==> src/rtl/hs_arith_uequal_splitter_seq.sv <==
// Sequential equal-share splitter: divides a total by the constant OUTPUT_NUM
// with a bit-serial restoring divider and spreads the remainder over the lowest shares.
module hs_arith_uequal_splitter_seq #(
    parameter int DATA_WIDTH = 8,
    parameter int OUTPUT_NUM = 16,
    localparam int LOG_N = $clog2(OUTPUT_NUM),
    // Closed form of $clog2(OUTPUT_NUM*(2**DATA_WIDTH-1)+1) that stays in 32-bit arithmetic
    localparam int IN_WIDTH =
        (DATA_WIDTH >= LOG_N ||
         ((1 << DATA_WIDTH) * (OUTPUT_NUM - (1 << (LOG_N - 1)))) > (OUTPUT_NUM - 1))
        ? DATA_WIDTH + LOG_N : DATA_WIDTH + LOG_N - 1
) (
    input  logic                  clk,
    input  logic                  areset,
    input  logic                  ce,
    input  logic                  in_valid,
    output logic                  in_ready,
    input  logic [IN_WIDTH-1:0]   din,
    output logic                  out_valid,
    input  logic                  out_ready,
    output logic [DATA_WIDTH-1:0] dout [OUTPUT_NUM],
    output logic                  out_err
);

    localparam logic [DATA_WIDTH-1:0] EACH_OUTPUT_MAX = '1;
    localparam logic [IN_WIDTH-1:0]   INPUT_MAX = IN_WIDTH'(OUTPUT_NUM) * IN_WIDTH'(EACH_OUTPUT_MAX);
    localparam int                    REM_W     = LOG_N + 1;
    localparam int                    CNT_W     = $clog2(IN_WIDTH + 1);
    localparam logic [REM_W-1:0]      DIVISOR   = REM_W'(OUTPUT_NUM);
    localparam logic [CNT_W-1:0]      LAST_STEP = CNT_W'(IN_WIDTH - 1);

    typedef enum logic [1:0] {IDLE, DIV, DONE} state_t;

    state_t                state;
    state_t                state_next;
    logic [IN_WIDTH-1:0]   shreg;
    logic [IN_WIDTH-1:0]   shreg_next;
    logic [REM_W-1:0]      rem;
    logic [REM_W-1:0]      rem_next;
    logic [REM_W-1:0]      trial;
    logic [CNT_W-1:0]      step_cnt;
    logic                  err;
    logic                  accept;
    logic                  out_fire;
    logic                  last_step;
    logic [DATA_WIDTH-1:0] share_next [OUTPUT_NUM];

    assign in_ready  = (state == IDLE) & ce;
    assign out_valid = (state == DONE);
    assign accept    = in_valid & in_ready;
    assign out_fire  = out_valid & out_ready & ce;
    assign last_step = (state == DIV) && (step_cnt == LAST_STEP);

    // One restoring step: quotient bits shift into the LSB as the dividend shifts out the MSB
    always_comb begin
        trial = {rem[REM_W-2:0], shreg[IN_WIDTH-1]};
        if (trial >= DIVISOR) begin
            rem_next   = trial - DIVISOR;
            shreg_next = {shreg[IN_WIDTH-2:0], 1'b1};
        end else begin
            rem_next   = trial;
            shreg_next = {shreg[IN_WIDTH-2:0], 1'b0};
        end
    end

    always_comb begin
        for (int i = 0; i < OUTPUT_NUM; i++) begin
            if (err) begin
                share_next[i] = EACH_OUTPUT_MAX;
            end else begin
                share_next[i] = shreg_next[DATA_WIDTH-1:0]
                              + DATA_WIDTH'(REM_W'(i) < rem_next);
            end
        end
    end

    always_ff @(posedge clk or posedge areset) begin
        if (areset) begin
            state <= IDLE;
        end else if (ce) begin
            state <= state_next;
        end
    end

    always_comb begin
        state_next = state;
        case (state)
            IDLE:    if (accept)    state_next = DIV;
            DIV:     if (last_step) state_next = DONE;
            DONE:    if (out_fire)  state_next = IDLE;
            default: state_next = IDLE;
        endcase
    end

    // Shares and out_err only change on the final divider step, so they hold through DONE and IDLE
    always_ff @(posedge clk or posedge areset) begin
        if (areset) begin
            shreg    <= '0;
            rem      <= '0;
            step_cnt <= '0;
            err      <= 1'b0;
            out_err  <= 1'b0;
            for (int i = 0; i < OUTPUT_NUM; i++) begin
                dout[i] <= '0;
            end
        end else if (ce) begin
            case (state)
                IDLE: begin
                    if (accept) begin
                        shreg    <= din;
                        rem      <= '0;
                        step_cnt <= '0;
                        err      <= (din > INPUT_MAX);
                    end
                end
                DIV: begin
                    shreg    <= shreg_next;
                    rem      <= rem_next;
                    step_cnt <= step_cnt + CNT_W'(1);
                    if (last_step) begin
                        out_err <= err;
                        for (int i = 0; i < OUTPUT_NUM; i++) begin
                            dout[i] <= share_next[i];
                        end
                    end
                end
                default: begin
                end
            endcase
        end
    end

endmodule

==> config.mk <==
export PLATFORM = sky130hd
export DESIGN_NAME = hs_arith_uequal_splitter_seq
export DESIGN_NICKNAME = d
export VERILOG_FILES = /design/src/rtl/hs_arith_uequal_splitter_seq.sv
export SDC_FILE = /design/constraint.sdc
export NUM_CORES = 1
export LEC_CHECK = 0
export ABC_AREA = 0
export CAP_MARGIN = 0
export CELL_PAD_IN_SITES_DETAIL_PLACEMENT = 0
export CELL_PAD_IN_SITES_GLOBAL_PLACEMENT = 1
export CORE_MARGIN = 1
export CORE_UTILIZATION = 30
export DETAILED_ROUTE_END_ITERATION = 10
export PLACE_DENSITY = 0.73
export REMOVE_ABC_BUFFERS = 1
export SKIP_LAST_GASP = 1
export SYNTH_ARGS = -nofsm -noshare
export SYNTH_HDL_FRONTEND = slang
export SYNTH_SLANG_ARGS = --single-unit
==> constraint.sdc <==
create_clock -name clk -period 7.8 [get_ports clk]
set_clock_uncertainty 0.05 [all_clocks]
set_input_delay 1.56 -clock clk [delete_from_list [all_inputs] [get_ports clk]]
set_output_delay 1.56 -clock clk [all_outputs]
set_load 0.02 [all_outputs]
# [Yosys cells after proc, flatten, opt, wreduce, memory -nomap -nowiden]
# Index checks and enable logic that the tools add are counted.
# W data, S select, Z words.
[word_totals] register_bits=152 latchBits=0 ramBits=0 mem_bits_ro=0 word_cells=103 memories=0
[classes] addsub=18 n_mul=0 div_mod_pow=0 n_lt_le_gt_ge=18 eq_ne=6 shifts=0 n_mux=28 n_bitwise=4 n_reduce_logical=7
[op_table] operator="$add A8 B1 Y8" n=16
[op_table] operator="$mux W8" n=16
[op_table] operator="$lt A4 B5 Y1 const A" n=8
[op_table] operator="$pmux W12 S2" n=1
[op_table] operator="$lt A3 B5 Y1 const A" n=4
[op_table] operator="$pmux W4 S2" n=2
[op_table] operator="$gt A12 B12 Y1 const B" n=1
[op_table] operator="$mux W12" n=1
[op_table] operator="$lt A1 B5 Y1 const A" n=2
[op_table] operator="$lt A2 B5 Y1 const A" n=2
[op_table] operator="$reduce_and A3 Y1" n=3
[op_table] operator="$mux W4" n=2
[op_table] operator="$mux W2" n=3
[op_table] operator="$pmux W2 S3" n=1
[op_table] operator="$ge A5 B5 Y1 const B" n=1
[op_table] operator="$mux W5" n=1
[op_table] operator="$sub A5 B5 Y5 const B" n=1
[op_table] operator="$add A4 B1 Y4 const B" n=1
[op_table] operator="$and A1 B1 Y1" n=4
[op_table] operator="$eq A4 B4 Y1 const B" n=1
[op_table] operator="$ne A2 B2 Y1 const B" n=2
[op_table] operator="$reduce_and A4 Y1" n=1
[op_table] operator="$eq A2 B1 Y1 const B" n=1
[op_table] operator="$eq A2 B2 Y1 const B" n=1
[op_table] operator="5 further kinds" n=5

# [Longest topological paths before layout]
# Gate-level depths: netlist of run 1.
[logic_depth] word_depth=5 depth_mapped=8

# [Least setup slack after synthesis of run 1]
# Ideal clock, no wire load.
[synth_timing] path_kind="input-to-output" startpoint="input ce" endpoint="output in_ready" t_arrival_ns=2.127 required_ns=6.190 slack_ns=4.063 cell_stages=3 cell_sequence="nand2b_1 > clkbuf_1 > nor2_1"
[synth_between] elab_chain_cells=1
[synth_lines] item="start, declared" line_no="15" text="input logic ce,"
[synth_lines] item="$and A1 B1 Y1" line_no="48" text="assign in_ready = (state == IDLE) & ce;"
[synth_lines] item="end, declared" line_no="17" text="output logic in_ready,"
# Every way passes these cells.

# [Final worst setup path of run 1]
# Same ends and word-level chain as after synthesis.

==> flow_summary.ini, run 1 <==
[run_status]
status = completed

[sta]
hold_viol_final = 0
tns_ns = 0
fin_crit_sh = 0.6330
tightestPinTransition_ns = 1.116
fmax_mhz = 202.5
slew_violations = 0
rsz0062_at_grt = no
max_slew_margin = 0.2557
layout_min_cycle_time_ns = 4.937
setup_viol = 0

[synth]
synth_async_sr_flop_share = 1.000
synth_xor_xnor_area_share = 0.05279
ys_seq_area_frac = 0.4776
avgSynthCellArea_um2 = 10.37
muxShareOfSynthArea = 0.01932
ys_types = 46
synth_top_family_by_area = compound AO/OA/AOI/OAI gates
ys_seq_elements = 152
ys_warn_count = 0
syn-cell-area_um2 = 7964
synth-simple-area-share = 0.1136
synth_top_area_frac = 0.4776
synthTopCellsByArea = dfrtp_1, o32a_1, a21oi_1, ha_1, a2bb2oi_1
synth_compound_gate_area_share = 0.2327
yosys.area.top_type = dfrtp_1
synthAdderAreaFrac = 0.04870
synth_edf_count = 0
synthesis.instances = 768
synthFlopType = dfrtp_1

[clock_tree]
clockBufferDepth = 2
cts_max_level = 4
cts_tree = built
clkLatencyLatePin_ns = 0.42
clkTransAtPathRegs_ns = 0.06
clock-sinks = 152
cts-root-buf = clkbuf_16
cts_resized = 0
cts_setup_buffers = 0
cts_buffers = 17
hold_buffers = 0

[final_layout]
final-seq-area_um2 = 3806
multiInputGateArea_um2 = 3729
insertedDiodeCount = 0
synthToLayoutAreaGrowth_pct = 26.88
fill_cells = 2590
drive_gt1_frac = 0.06092
final_nets = 908
design_area_um2 = 10100

[critical_path]
worstPathRequired_ns = 6.19
reg2reg_depth = 4
critPathMaxStageDelay_ns = 0.62
rrSetupSlack_ns = 4.46
crit_arrival_ns = 3.33
crit_top_cell = clkdlybuf4s50_1
r2r-start = state[0]
crit_chain = clkdlybuf4s50_1 > nand2b_1 > nor2_1 > clkdlybuf4s50_1
startpoint_type = input port
reg2reg_to = out_err
crit_slowest_cell = clkdlybuf4s50_1
path_max_fanout = 24
crit_type = input port to primary output
endpoint_kind = primary output

[global_route]
grt_first_pass_wirelength_um = 38290
antenna_found_initial = 0
grt_max_degree = 88
grt_overflow_total = 0
grt_pass1_vias = 6527
grt_util_all_layers = 0.1854

[place]
port_buffers = 147
placed_area_um2 = 9554
gp_congestion = 0.7237
dp_hpwl_um = 15520

[worst_hold_path]
min_to = dout[21]
whs_path_depth = 1
hp-start = dout[21]
hp-class = flip-flop to flip-flop

[floorplanning]
die-area_um2 = 27200
start_util = 0.3056
die_h_um = 164.9
pin_count = 148
rows = 59
die_w_um = 164.9
core_area_um2 = 26060

[pwr]
p_per_area_nw_per_um2 = 423.2
ir_drop_mv = 0.1800
p_seq_frac = 0.356
swShare = 0.4045
power.switching_w = 0.001730
intPower_w = 0.002546
clkPwrFrac = 0.187
power.share.combinational = 0.457
power.leakage_nw = 4.205

[drt]
final_antenna_net_count = 0
dr.pass1.iters = 5
vias_per_cell = 5.344
drc = 0
num_vias = 6439
wl_per_cell_um = 20.29
drt-initial-drc-count = 498
drt_wl_total_um = 24450

[job]
maxCapViolations = 0
## sequential cells by signal, summed over array words and instances, names as in the netlist
signal,cells
dout,128
err,1
out_err,1
rem,4
shreg,12
state,2
step_cnt,4
## critical path, delay by kind of cell
kind / cells / cell delay, ns
buffers and inverters: 2 / 1.12
AND/OR/NAND/NOR: 2 / 0.63
## metal layers
layer	global-route usage	part of all wire
met1	0.2495	0.46
met2	0.2928	0.47
met3	0.04520	0.052
met4	0.05546	0.016
met5	0	0
## worst max path at each step
stage / from / slack (ns) / endpoint
floorplan: areset / 2.10 / dout[0]
global placement: ce / 2.83 / in_ready
detailed placement: ce / 2.85 / in_ready
CTS: ce / 2.83 / in_ready
global route: ce / 2.75 / in_ready
finish: ce / 2.86 / in_ready
## per-stage QoR
| step | utilization | setup WS, ns | total power (W) | instances | hold WS, ns |
|---|---|---|---|---|---|
| 5_1_grt | 0.3878 | 2.754 | 0.004566 | 1205 | 0.4575 |
| 3_3_place_gp | 0.3666 | 2.827 | 0.003473 | 1176 | 0.4278 |
| 3_5_place_dp | 0.3666 | 2.847 | 0.003509 | 1176 | 0.4416 |
| 2_1_floorplan | - | 2.097 | 0.002527 | 681 | 0.4240 |
| 4_1_cts | 0.3878 | 2.828 | 0.004321 | 1205 | 0.4517 |
| 6_report | 0.3878 | 2.863 | 0.004276 | 1205 | 0.4483 |
## synth_stat cells (all sizes together), types with 2 or more instances
| cell | count |
|---|---|
| a21o | 3 |
| and3 | 4 |
| o32a | 45 |
| a2bb2oi | 31 |
| o31ai | 2 |
| o21ai | 38 |
| nor3b | 31 |
| or4 | 2 |
| nor2 | 39 |
| nand3 | 32 |
| nand2b | 2 |
| and3b | 2 |
| a31oi | 34 |
| mux2 | 3 |
| xor2 | 31 |
| nand4 | 5 |
| dfrtp | 152 |
| nand2 | 10 |
| a21boi | 30 |
| xnor2 | 17 |
| clkbuf | 46 |
| nor2b | 2 |
| mux2i | 12 |
| buf | 41 |
| inv | 7 |
| a21oi | 88 |
| and4 | 17 |
| or3 | 2 |
| ha | 31 |
## power by group through the flow
| stage | combinational, W | sequential (W) | clock (W) |
|---|---|---|---|
| floorplan | 0.000703 | 0.00182 | 0 |
| global placement | 0.00194 | 0.00154 | 0 |
| detailed placement | 0.00197 | 0.00154 | 0 |
| CTS | 0.00198 | 0.00153 | 0.000812 |
| global route | 0.00214 | 0.00158 | 0.000847 |
| finish | 0.00195 | 0.00152 | 0.000799 |
## cell type report
class                   count  area share
flip-flops and latches    152      0.3767
multi-input cells         522      0.3690
repair buffers            160      0.1553
clock buffers              20     0.04420
well taps                 335     0.04148
clock inverters             9     0.01028
inverters                   7    0.003096
## logic make-up after synthesis
family	Yosys count
muxes	15
buffers and inverters	94
adders and majority gates	31
other	1
xor gates and xnor gates	48
and+or+nand+nor	153
AOI/OAI and AO/OA	274
DFF	152
## cell usage in the layout (no fill, tap or decap), types with 31 or more instances in the layout
master,instances
dfrtp_1,150
clkdlybuf4s50_1,147
a21oi_1,88
o32a_1,45
nor2_1,39
a31oi_1,34
nand3_1,31
xor2_1,31
a2bb2oi_1,31
nor3b_1,31
ha_1,31
(Power assumes the default switching activity.)
==> run 2: changes to the inputs <==
Clock period 7.8 ns to 5.1 ns, I/O delays scaled along.
==> flow_summary.ini, run 2 (same netlist as run 1, synthesis figures left out) <==
[final_layout]
utilization = 0.3910
final_nets = 911
mostFrequentLayoutCells = dfrtp_1, clkdlybuf4s50_1, a21oi_1
drive_gt1_frac = 0.06963
design_area_um2 = 10190
synthToLayoutAreaGrowth_pct = 27.95
top_regs = dout: 128 flops, shreg: 12 flops
insertedDiodeCount = 0
largest_reg_flops = 128
final_common_cell = dfrtp_1
top_register = dout

[drt]
wl_per_cell_um = 20.25
drc = 0
num_vias = 6488
drt_wl_total_um = 24530
vias_per_cell = 5.358
drt-initial-drc-count = 366
dr.pass1.iters = 4
final_antenna_net_count = 0

[clock_tree]
cts_max_level = 4
cts_resized = 0
clock-sinks = 152
cts-root-buf = clkbuf_16
hold_buffers = 0
cts_setup_buffers = 0
clockBufferDepth = 2
clkTransAtPathRegs_ns = 0.07
cts_tree = built
clkLatencyLatePin_ns = 0.43
cts_buffers = 17

[global_route]
grt_util_all_layers = 0.1866
grt_pass1_vias = 6456
grt_first_pass_wirelength_um = 38540
antenna_found_initial = 0
grt_max_degree = 100
grt_overflow_total = 0

[critical_path]
endpoint_kind = primary output
r2r-start = shreg[0]
crit_path_start = ce
worstPathRequired_ns = 4.03
rrSetupSlack_ns = 2.34
reg2reg_depth = 4
startpoint_type = input port
reg2reg_to = dout[87]
crit_path_end = in_ready
path_max_fanout = 24
crit_arrival_ns = 2.52
crit_type = input port to primary output

[floorplanning]
pin_count = 148
die_h_um = 164.9
start_util = 0.3056
core_area_um2 = 26060
die_w_um = 164.9
die-area_um2 = 27200
rows = 59

[sta]
max_slew_margin = 0.2661
finalWorstSetupSlack_ns = 1.506
fmax_mhz = 278.3
slew_violations = 0
hold_viol_final = 0
tns_ns = 0
rsz0062_at_grt = no
fin_crit_sh = 0.7046
tightestPinTransition_ns = 1.101
layout_min_cycle_time_ns = 3.594
setup_viol = 0

[place]
port_buffers = 147
placed_area_um2 = 9589
dp_hpwl_um = 15470
dp_slack_ns = 1.507
gp_congestion = 0.7391

[job]
maxCapViolations = 0

[pwr]
ir_drop_mv = 0.2781
p_per_area_nw_per_um2 = 650.3
power.leakage_nw = 4.246
power.total_w = 0.006626

[run_status]
status = completed

[worst_hold_path]
hp-class = flip-flop to flip-flop
run 2: cell types whose count changed in the layout (fill, tap and decap cells not counted):
cell and delta:
inv_6 +5, clkinv_2 -3, buf_4 +2, clkbuf_1 -2
clkinv_4 +2, buf_12 +1, inv_8 +1
run 2: power by group:
part / switching, W / internal [W]
Combinational: 0.00156 / 0.00144
Clock: 0.000573 / 0.000747
Sequential: 0.000568 / 0.00174
Total: 0.00270 / 0.00392
run 2: through the flow:
stage / hold slack, ns / instances
floorplan: 0.4240 / 681
global placement: 0.4300 / 1179
detailed placement: 0.4392 / 1179
CTS: 0.4546 / 1211
global route: 0.4733 / 1211
finish: 0.4492 / 1211
run 2: worst min path at each step:
| stage | startpoint | endpoint | cells past startpoint |
|---|---|---|---|
| 6_report | dout[95] | dout[95] | 1 |
| 5_1_grt | dout[63] | dout[63] | 1 |
| 3_5_place_dp | dout[61] | dout[61] | 1 |
| 2_1_floorplan | shreg[10] | shreg[10] | 2 |
| 4_1_cts | dout[95] | dout[95] | 1 |
| 3_3_place_gp | dout[63] | dout[63] | 1 |
run 2: layer usage:
metal,part of all wire,GRT usage,up-vias
met5,0,0,-
met4,0.016,0.05880,0
met3,0.046,0.03491,28
met2,0.47,0.2970,155
met1,0.47,0.2549,3257
li1,-,-,3048
run 2: cell type report:
cell class,count,area [um^2]
clock buffer,18,439.2
clock inverter,14,161.4
fill,2571,15870
inverter,7,31.28
multi-input combinational,522,3729
sequential,152,3806
tap,335,419.2
timing repair buffer,163,1604
run 2: worst max-delay path, stage by stage:
cell	delay, ns
clkdlybuf4s50_1	0.52
nand2b_1	0.07
buf_4	0.20
nor2_1	0.10
clkdlybuf4s50_1	0.61
